File: config.mk
export PLATFORM = sky130hd
export DESIGN_NAME = alu_cmd_engine
export DESIGN_NICKNAME = d
export VERILOG_FILES = /design/src/rtl/alu_cmd_engine.sv
export SDC_FILE = /design/constraint.sdc
export NUM_CORES = 1
export LEC_CHECK = 0
export CAP_MARGIN = 20
export CORE_ASPECT_RATIO = 0.7
export CORE_MARGIN = 2
export CORE_UTILIZATION = 50
export DETAILED_ROUTE_END_ITERATION = 12
export GPL_TIMING_DRIVEN = 0
export PLACE_DENSITY_LB_ADDON = 0.05
export SLEW_MARGIN = 25
export SYNTH_ARGS = -nofsm -noshare
export SYNTH_HDL_FRONTEND = slang
export SYNTH_SLANG_ARGS = --single-unit
File: constraint.sdc
create_clock -name clk_i -period 3.2 [get_ports clk_i]
set_clock_uncertainty 0.15 [all_clocks]
set_input_delay 0.96 -clock clk_i [delete_from_list [all_inputs] [get_ports clk_i]]
set_output_delay 0.96 -clock clk_i [all_outputs]
set_load 0.005 [all_outputs]
File: src/rtl/alu_cmd_engine.sv
`default_nettype none
// +----------------------------------------------------------------------------+
// | alu_cmd_engine : framed byte-stream command engine (echo / add32 / mul32)  |
// | Optional mul32 opcode enabled by defining ALU_MUL_EN.                      |
// | Revision: 1.0                                                              |
// +----------------------------------------------------------------------------+
module alu_cmd_engine (
  input  logic       clk_i,
  input  logic       rst_ni,
  input  logic [7:0] s_data_i,
  input  logic       s_valid_i,
  output logic       s_ready_o,
  output logic [7:0] m_data_o,
  output logic       m_valid_o,
  input  logic       m_ready_i
);

  localparam logic [2:0] c_HDR_OP   = 3'd0;
  localparam logic [2:0] c_HDR_RSV  = 3'd1;
  localparam logic [2:0] c_HDR_LEN0 = 3'd2;
  localparam logic [2:0] c_HDR_LEN1 = 3'd3;
  localparam logic [2:0] c_ECHO     = 3'd4;
  localparam logic [2:0] c_OPND     = 3'd5;
  localparam logic [2:0] c_DRAIN    = 3'd6;
  localparam logic [2:0] c_RESULT   = 3'd7;

  localparam logic [7:0] c_OP_ECHO  = 8'hEC;
  localparam logic [7:0] c_OP_ADD   = 8'hAD;

  logic [2:0]  r_state;
  logic [7:0]  r_op;
  logic [7:0]  r_len_lo;
  logic [15:0] r_rem;
  logic [31:0] r_word;
  logic [31:0] r_acc;
  logic [1:0]  r_byte_idx;
  logic [1:0]  r_out_cnt;
  logic        r_word_valid;
  logic        r_have_acc;
  logic [7:0]  r_m_data;
  logic        r_m_valid;

  logic        w_s_ready;
  logic        w_s_hs;
  logic        w_is_arith;
  logic        w_last_byte;
  logic [15:0] w_len;
  logic [15:0] w_rem;
  logic [31:0] w_word_next;
  logic [31:0] w_combined;
  logic [31:0] w_acc_next;
  logic [7:0]  w_res_byte;

`ifdef ALU_MUL_EN
  localparam logic [7:0] c_OP_MUL = 8'h88;
  assign w_is_arith = (r_op == c_OP_ADD) || (r_op == c_OP_MUL);
  assign w_combined = (r_op == c_OP_MUL) ? (r_acc * r_word) : (r_acc + r_word);
`else
  assign w_is_arith = (r_op == c_OP_ADD);
  assign w_combined = r_acc + r_word;
`endif

  // Header opcode waits for any echo byte still in the output register.
  always_comb begin
    w_s_ready = 1'b0;
    case (r_state)
      c_HDR_OP:   w_s_ready = !r_m_valid;
      c_ECHO:     w_s_ready = !r_m_valid || m_ready_i;
      c_RESULT:   w_s_ready = 1'b0;
      default:    w_s_ready = 1'b1;
    endcase
  end

  assign s_ready_o   = rst_ni && w_s_ready;
  assign w_s_hs      = s_valid_i && s_ready_o;
  assign w_last_byte = (r_rem == 16'd1);
  assign w_len       = {s_data_i, r_len_lo};
  assign w_rem       = (w_len < 16'd4) ? 16'd0 : (w_len - 16'd4);
  assign w_acc_next  = r_word_valid ? (r_have_acc ? w_combined : r_word) : r_acc;
  assign m_data_o    = r_m_data;
  assign m_valid_o   = r_m_valid;

  // A new word starts from zero so a short final word is zero-extended.
  always_comb begin
    w_word_next = (r_byte_idx == 2'd0) ? 32'd0 : r_word;
    case (r_byte_idx)
      2'd0:    w_word_next[7:0]   = s_data_i;
      2'd1:    w_word_next[15:8]  = s_data_i;
      2'd2:    w_word_next[23:16] = s_data_i;
      default: w_word_next[31:24] = s_data_i;
    endcase
  end

  always_comb begin
    w_res_byte = r_acc[31:24];
    case (r_out_cnt)
      2'd0:    w_res_byte = r_acc[15:8];
      2'd1:    w_res_byte = r_acc[23:16];
      default: w_res_byte = r_acc[31:24];
    endcase
  end

  always_ff @(posedge clk_i) begin
    if (!rst_ni) begin
      r_state      <= c_HDR_OP;
      r_op         <= 8'h00;
      r_len_lo     <= 8'h00;
      r_rem        <= 16'd0;
      r_word       <= 32'd0;
      r_acc        <= 32'd0;
      r_byte_idx   <= 2'd0;
      r_out_cnt    <= 2'd0;
      r_word_valid <= 1'b0;
      r_have_acc   <= 1'b0;
      r_m_data     <= 8'h00;
      r_m_valid    <= 1'b0;
    end else begin
      if (r_word_valid) begin
        r_acc        <= w_acc_next;
        r_have_acc   <= 1'b1;
        r_word_valid <= 1'b0;
      end
      if (r_m_valid && m_ready_i && (r_state != c_RESULT)) begin
        r_m_valid <= 1'b0;
      end

      case (r_state)
        c_HDR_OP: begin
          if (w_s_hs) begin
            r_op       <= s_data_i;
            r_acc      <= 32'd0;
            r_have_acc <= 1'b0;
            r_byte_idx <= 2'd0;
            r_state    <= c_HDR_RSV;
          end
        end
        c_HDR_RSV: begin
          if (w_s_hs) r_state <= c_HDR_LEN0;
        end
        c_HDR_LEN0: begin
          if (w_s_hs) begin
            r_len_lo <= s_data_i;
            r_state  <= c_HDR_LEN1;
          end
        end
        c_HDR_LEN1: begin
          if (w_s_hs) begin
            r_rem <= w_rem;
            if (w_rem != 16'd0) begin
              if (r_op == c_OP_ECHO)  r_state <= c_ECHO;
              else if (w_is_arith)    r_state <= c_OPND;
              else                    r_state <= c_DRAIN;
            end else if (w_is_arith) begin
              // No operands: the zero accumulator goes out immediately.
              r_m_data  <= 8'h00;
              r_m_valid <= 1'b1;
              r_out_cnt <= 2'd0;
              r_state   <= c_RESULT;
            end else begin
              r_state <= c_HDR_OP;
            end
          end
        end
        c_ECHO: begin
          if (w_s_hs) begin
            r_m_data  <= s_data_i;
            r_m_valid <= 1'b1;
            r_rem     <= r_rem - 16'd1;
            if (w_last_byte) r_state <= c_HDR_OP;
          end
        end
        c_OPND: begin
          if (w_s_hs) begin
            r_word     <= w_word_next;
            r_byte_idx <= r_byte_idx + 2'd1;
            r_rem      <= r_rem - 16'd1;
            if ((r_byte_idx == 2'd3) || w_last_byte) r_word_valid <= 1'b1;
            if (w_last_byte) begin
              r_out_cnt <= 2'd0;
              r_state   <= c_RESULT;
            end
          end
        end
        c_DRAIN: begin
          if (w_s_hs) begin
            r_rem <= r_rem - 16'd1;
            if (w_last_byte) r_state <= c_HDR_OP;
          end
        end
        default: begin
          // RESULT: first cycle folds in the final word and loads byte 0.
          if (!r_m_valid) begin
            r_m_data  <= w_acc_next[7:0];
            r_m_valid <= 1'b1;
            r_out_cnt <= 2'd0;
          end else if (m_ready_i) begin
            if (r_out_cnt == 2'd3) begin
              r_m_valid <= 1'b0;
              r_state   <= c_HDR_OP;
            end else begin
              r_m_data  <= w_res_byte;
              r_out_cnt <= r_out_cnt + 2'd1;
            end
          end
        end
      endcase
    end
  end

endmodule
`default_nettype wire

# Word-level counts from Yosys, hierarchy flattened
# Index checks and enable logic that the tools add are counted.
[op_classes]
add_sub_neg = 5
magnitude_cmp = 1
n_eq_ne = 33
muxes = 65
bitwise_logic = 2
reduce_logical = 35
[op_table]
columns = ["operator", "count"]
rows = [
  ["2-to-1 mux 32 bit", 6],
  ["2-to-1 mux 8 bit", 11],
  ["2-to-1 mux 16 bit", 3],
  ["2-to-1 mux 3 bit", 13],
  ["adder 32 bit", 1],
  ["one-hot mux 16 bit (2 select lines)", 1],
  ["2-to-1 mux 2 bit", 12],
  ["one-hot mux 8 bit (3 select lines)", 1],
  ["AND reduction 3 bit", 7],
  ["nonzero test 7 bit", 3],
  ["!= test 2 bit, second input constant", 9],
  ["one-hot mux 3 bit (6 select lines)", 1],
  ["equality test 16 x 1 -> 1 bit, second input constant", 1],
  ["equality test 8 bit, second input constant", 2],
  ["less-than comparator 16 x 3 -> 1 bit, second input constant", 1],
  ["!= test 4 x 2 -> 1 bit, second input constant", 4],
  ["one-hot mux 8 bit (2 select lines)", 1],
  ["nonzero test 16 bit", 1],
  ["subtractor 16 x 1 -> 16 bit, second input constant", 1],
  ["subtractor 16 x 3 -> 16 bit, second input constant", 1],
  ["equality test 3 bit, second input constant", 4],
  ["2-to-1 mux 1 bit", 12],
  ["AND reduction 11 bit", 1],
  ["OR reduction 5 bit", 2],
  ["22 further kinds", 42],
]
[word_totals]
ff_bits = 114
inputBits = 12
output_inout_bits = 10

# Longest topological paths before layout
[depth]
word_depth = 7
depth_mapped = 12
depth_no_buf = 12

# Least setup slack after synthesis
# No wires, ideal clock.
[synth_timing]
kind = "input to register"
start = "input port s_data_i[1]"
end = "register r_state[1]"
setup_time_ps = 116
t_arrival_ps = 2882
required_time_ps = 2934
path_slack_ps = 52
stages = 10
cell_sequence = "buf_4 > nor3_1 > nand4_1 > xnor2_1 > and4b_1 > o2111ai_4 > mux2_4 > a22oi_1 > o21ai_1 > o211a_1"
[synth_via]
elab_chain_len = 6
elab_cells_between_ends = 7
classes_between = "add/sub (1); order compare (1); mux (4); reduce/logical (1)"
[synth_lines]
columns = ["element", "line_no", "source"]
rows = [
  ["from (decl)", "10", "input logic [7:0] s_data_i,"],
  ["subtractor 16 x 3 -> 16 bit / less-than comparator 16 x 3 -> 1 bit (equally long branches)", "78", "assign w_rem = (w_len < 16'd4) ? 16'd0 : (w_len - 16'd4);"],
  ["2-to-1 mux 16 bit (*)", "78", ""],
  ["nonzero test 16 bit (*)", "149", "if (w_rem != 16'd0) begin"],
  ["2-to-1 mux 3 bit (*)", "149", ""],
  ["2-to-1 mux 3 bit (*)", "147", "if (w_s_hs) begin"],
  ["one-hot mux 3 bit (6 select lines) (*)", "127", "case (r_state)"],
  ["to (signal assigned)", "150", "if (r_op == c_OP_ECHO) r_state <= c_ECHO;"],
  ["to (signal assigned)", "151", "else if (w_is_arith) r_state <= c_OPND;"],
  ["to (signal assigned)", "152", "else r_state <= c_DRAIN;"],
  ["to (decl)", "30", "logic [2:0] r_state;"],
]
# Mark *: on every way between the ends. The rest lies on a longest branch, timed or not. The select of a mux whose other input is x is not followed.
# A chain may end at the register's enable or synchronous reset.

# Worst setup path after layout
[layout_timing]
start = "register r_word[12]"
end = "register r_acc[31]"
[layout_via]
elab_chain_len = 6
[layout_lines]
columns = ["element", "line_no", "source"]
rows = [
  ["from (decl)", "34", "logic [31:0] r_word;"],
  ["from (signal assigned)", "174", "r_word <= w_word_next;"],
  ["adder 32 bit (*)", "60", "assign w_combined = r_acc + r_word;"],
  ["2-to-1 mux 32 bit (*) (2 in a row)", "79", "assign w_acc_next = r_word_valid ? (r_have_acc ? w_combined : r_word) : r_acc;"],
  ["2-to-1 mux 32 bit (*)", "118", "if (r_word_valid) begin"],
  ["2-to-1 mux 32 bit", "129", "if (w_s_hs) begin"],
  ["2-to-1 mux 32 bit (*)", "127", ""],
  ["to (signal assigned)", "119", "r_acc <= w_acc_next;"],
  ["to (decl)", "35", "logic [31:0] r_acc;"],
]
# Mark *: on every way between the ends. The rest lies on a longest branch, timed or not.

==> metrics.txt <==
Async S/R FF share, synth=0; clk root buf=clkbuf_16; placed cell count=roughly 1,200; YS warnings=0; Die Area=roughly 0.016 sq mm; Critical path origin=r_word[12]; RSZ-0062 raised after global routing=true; antenna violations before repair=0; initial DRC count=about 800; clock slew at reported path FFs=around 60 ps; DP Wirelength=17,200 um; ANT nets after route=0; max-cap violation count=0; Post-DP Area=between 0.007 and 0.008 sq mm; Final Wtd Congestion=about 0.96; FMAX=320 MHz; Data arrival, critical path=between 3000 and 4000 ps; Setup violations, final=0; final worst path period share=0.976; Initial Utilization=0.510; synthesized area=0.00746 sq mm; Cell Count, Final, Fillers Out=1,197; sequential power share=0.390; synth unique cells=between 70 and 80; Mapped Cells=~950; post-synthesis register bit count=approximately 110; per-cell routed wire length=19.7 um; Mapped Nets=between 1,000 and 1,500; Core Footprint=around 0.015 sq mm; GRT Total Usage=0.305; nets=roughly 1,000; first-pass GRT wire length=37,200 um; measured slew at the worst slew-check pin=between 800 and 900 ps; share of layout cells above drive strength 1=0.111; Primary FF master, synth=dfxtp_1; Synth top area share=0.306; Clock power frac=0.560; Slew HR=0.429; Post-synth EDFFs=0; reg2reg setup slack=just under 80 ps; routed via count=7,310; Hold Path Class=reg2reg; site row count=37; H-tree Lvls=4; min cycle time layout=~3100 ps; Sw Share=0.228; cell internal pwr=0.00284 W; kind of critical path=reg2reg; TritonCTS clock tree=yes; Num CTS Buffers=17; DR vias/cell=around 6.1; GR Overflow Total=0; drt first pass iters=6; Overall Power=approximately 0.0037 W; chip height=about 110 um; Comb pwr share=0.050; CTS max path bufs=2; Crit path required time=3410 ps; worst r2r dst=r_acc[31]; # hold bufs at CTS=0; top cells by area, synth=dfxtp_1 31%, ha_1 7.0%, nor2_1 6.2%; final instance area=about 0.0087 sq mm; Worst setup SP type=flip-flop; DRC errors left=0; clk_lat worst skew=420 ps; P_leak=between 3 and 4 nW; # IOs=22; sequential area share after synthesis=0.306; vias in the first global route=~6,500; Pins Over Slew Limit=0; Hold Fails Final Rpt=0; largest net degree at the start of global routing=17; Area Overhead vs Synth=17.0%; final setup margin=between 70 and 80 ps; Die Wd=between 150 and 200 um; Ant. Diodes=0; Critical Path End Type=flip-flop; Critical Path Sink=r_acc[31]; R2R depth=11; clock sinks=114; Sw Pwr=0.000839 W; Peak VDD IR=0.000318 V; PD cells=421 mW/mm^2; port buffer count=18; outcome=finished, final reports clean; final-layout fill cell count=roughly 1,400; final wirelength=about 24,000 um; Syn Area/Cell=about 7.9 sq um; worst-path maximum fanout=8; TNS Setup=0 ps; largest area contributor in the netlist=dfxtp_1; worst r2r src=r_word[12]; setup slack at placement=-858 ps
[routing by layer]
layer  track usage  share of wire
met1         0.479           0.50
met2         0.400           0.39
met4        0.0660          0.014
met5             0              0
met3        0.0923          0.094
[what timing repair did]
item                       4_1_cts  5_1_grt
setup buffers                    1        5
setup endpoints to repair       34       23
gates resized for setup         24       38
gates cloned                     0        0
pin swaps                        3        9
[registers in the layout, indices dropped and copies added, names as in the netlist]
register,flops
r_rem,16
r_have_acc,1
r_acc,32
r_op,8
m_data_o,8
r_byte_idx,2
r_len_lo,8
r_state,3
r_out_cnt,2
r_word,32
r_word_valid,1
m_valid_o,1
[area by class of cell]
class	instances	area, sq um	area share
well taps	195	244	0.0279
inverters	26	97.6	0.0112
flip-flops and latches	114	2280	0.261
multi-input cells	748	4950	0.567
repair buffers	24	230	0.0264
plain buffers	60	303	0.0347
clock buffers	20	467	0.0534
clock inverters	10	158	0.0181
[layout by cell type, fill, tap and decap left out, types with 5 or more instances in the layout]
cell               n
nand4_1            5
clkdlybuf4s50_1   10
a31oi_1            9
nand2b_1           8
a211oi_2           5
xnor2_1           16
o211ai_1           9
o21ai_0           62
ha_2               5
and3_1             9
xor2_1            18
clkbuf_1          34
clkbuf_16         17
or3_1              5
dfxtp_1          114
nand3_1           33
ha_1              37
clkbuf_8           5
clkbuf_2           5
a21oi_1           83
buf_4             11
o21ai_1            7
a21o_1            13
a22oi_1           30
buf_2              8
o22ai_1            5
mux2i_1           46
nor3_1            25
o21a_1             7
nor2_1           122
a211oi_1          12
and2_1            12
nand2_1           76
inv_1             26
[cell families (layout without fill, tap and decap cells)]
kind of cell	count (synthesis)	in the layout	synth area share
adders and majority gates	43	43	0.0731
muxes	49	49	0.0667
xor gates and xnor gates	35	35	0.0411
AOI/OAI and AO/OA	290	290	0.257
and+or+nand+nor	331	331	0.209
DFF	114	114	0.306
buffers and inverters	86	140	0.0480
[stage by stage]
stage	hold WS, ps	util
2_1_floorplan	282	-
3_3_place_gp	290	0.539
3_5_place_dp	303	0.539
4_1_cts	309	0.587
5_1_grt	332	0.597
6_report	308	0.597
[power groups by stage]
stage                     logic [W]  registers, W  clock network, W
after CTS                  0.000175       0.00143           0.00207
after floorplan            0.000103       0.00146                 0
after global routing       0.000194       0.00143           0.00214
after detailed placement   0.000168       0.00146                 0
final                      0.000184       0.00143           0.00206
after global placement     0.000168       0.00146                 0
[synthesized netlist by cell type (4+ instances only)]
library cell	count
a22oi_1	31
nor3_1	28
a211o_1	4
nand2_1	77
nand2b_1	9
dfxtp_1	114
o21ai_0	62
nor2b_1	4
a211oi_1	12
xnor2_1	17
and3_1	11
nor2_1	124
buf_2	10
o21ai_1	7
a31oi_1	10
mux2i_1	46
inv_1	26
nand3_1	34
ha_1	42
clkbuf_1	43
a211oi_2	6
o32ai_1	4
o211ai_1	9
a21oi_1	85
o22ai_1	5
a21o_1	13
xor2_1	18
o21a_1	7
nand4_1	5
or3_1	5
and2_1	12
[critical path: stages, from the launching register on]
cell      delay [ps]
dfxtp_1          350
ha_1             290
buf_4            150
and3_4           210
nand3_2          130
a211oi_4         360
o31a_1           230
o221a_4          240
a41oi_2          170
or3b_1           410
a211o_1          270
a21oi_2          100
[how the worst min path moves through the flow]
| stage | from | endpoint | slack (ps) | depth (start not counted) |
|---|---|---|---|---|
| 3_5_place_dp | r_rem[6] | r_rem[6] | 300 | 2 |
| 5_1_grt | m_data_o[6] | m_data_o[6] | 330 | 2 |
| 2_1_floorplan | r_rem[6] | r_rem[6] | 280 | 2 |
| 3_3_place_gp | m_data_o[1] | m_data_o[1] | 290 | 2 |
| 4_1_cts | r_rem[6] | r_rem[6] | 310 | 2 |
| 6_report | m_data_o[6] | m_data_o[6] | 310 | 2 |
(Power assumes the default switching activity.)
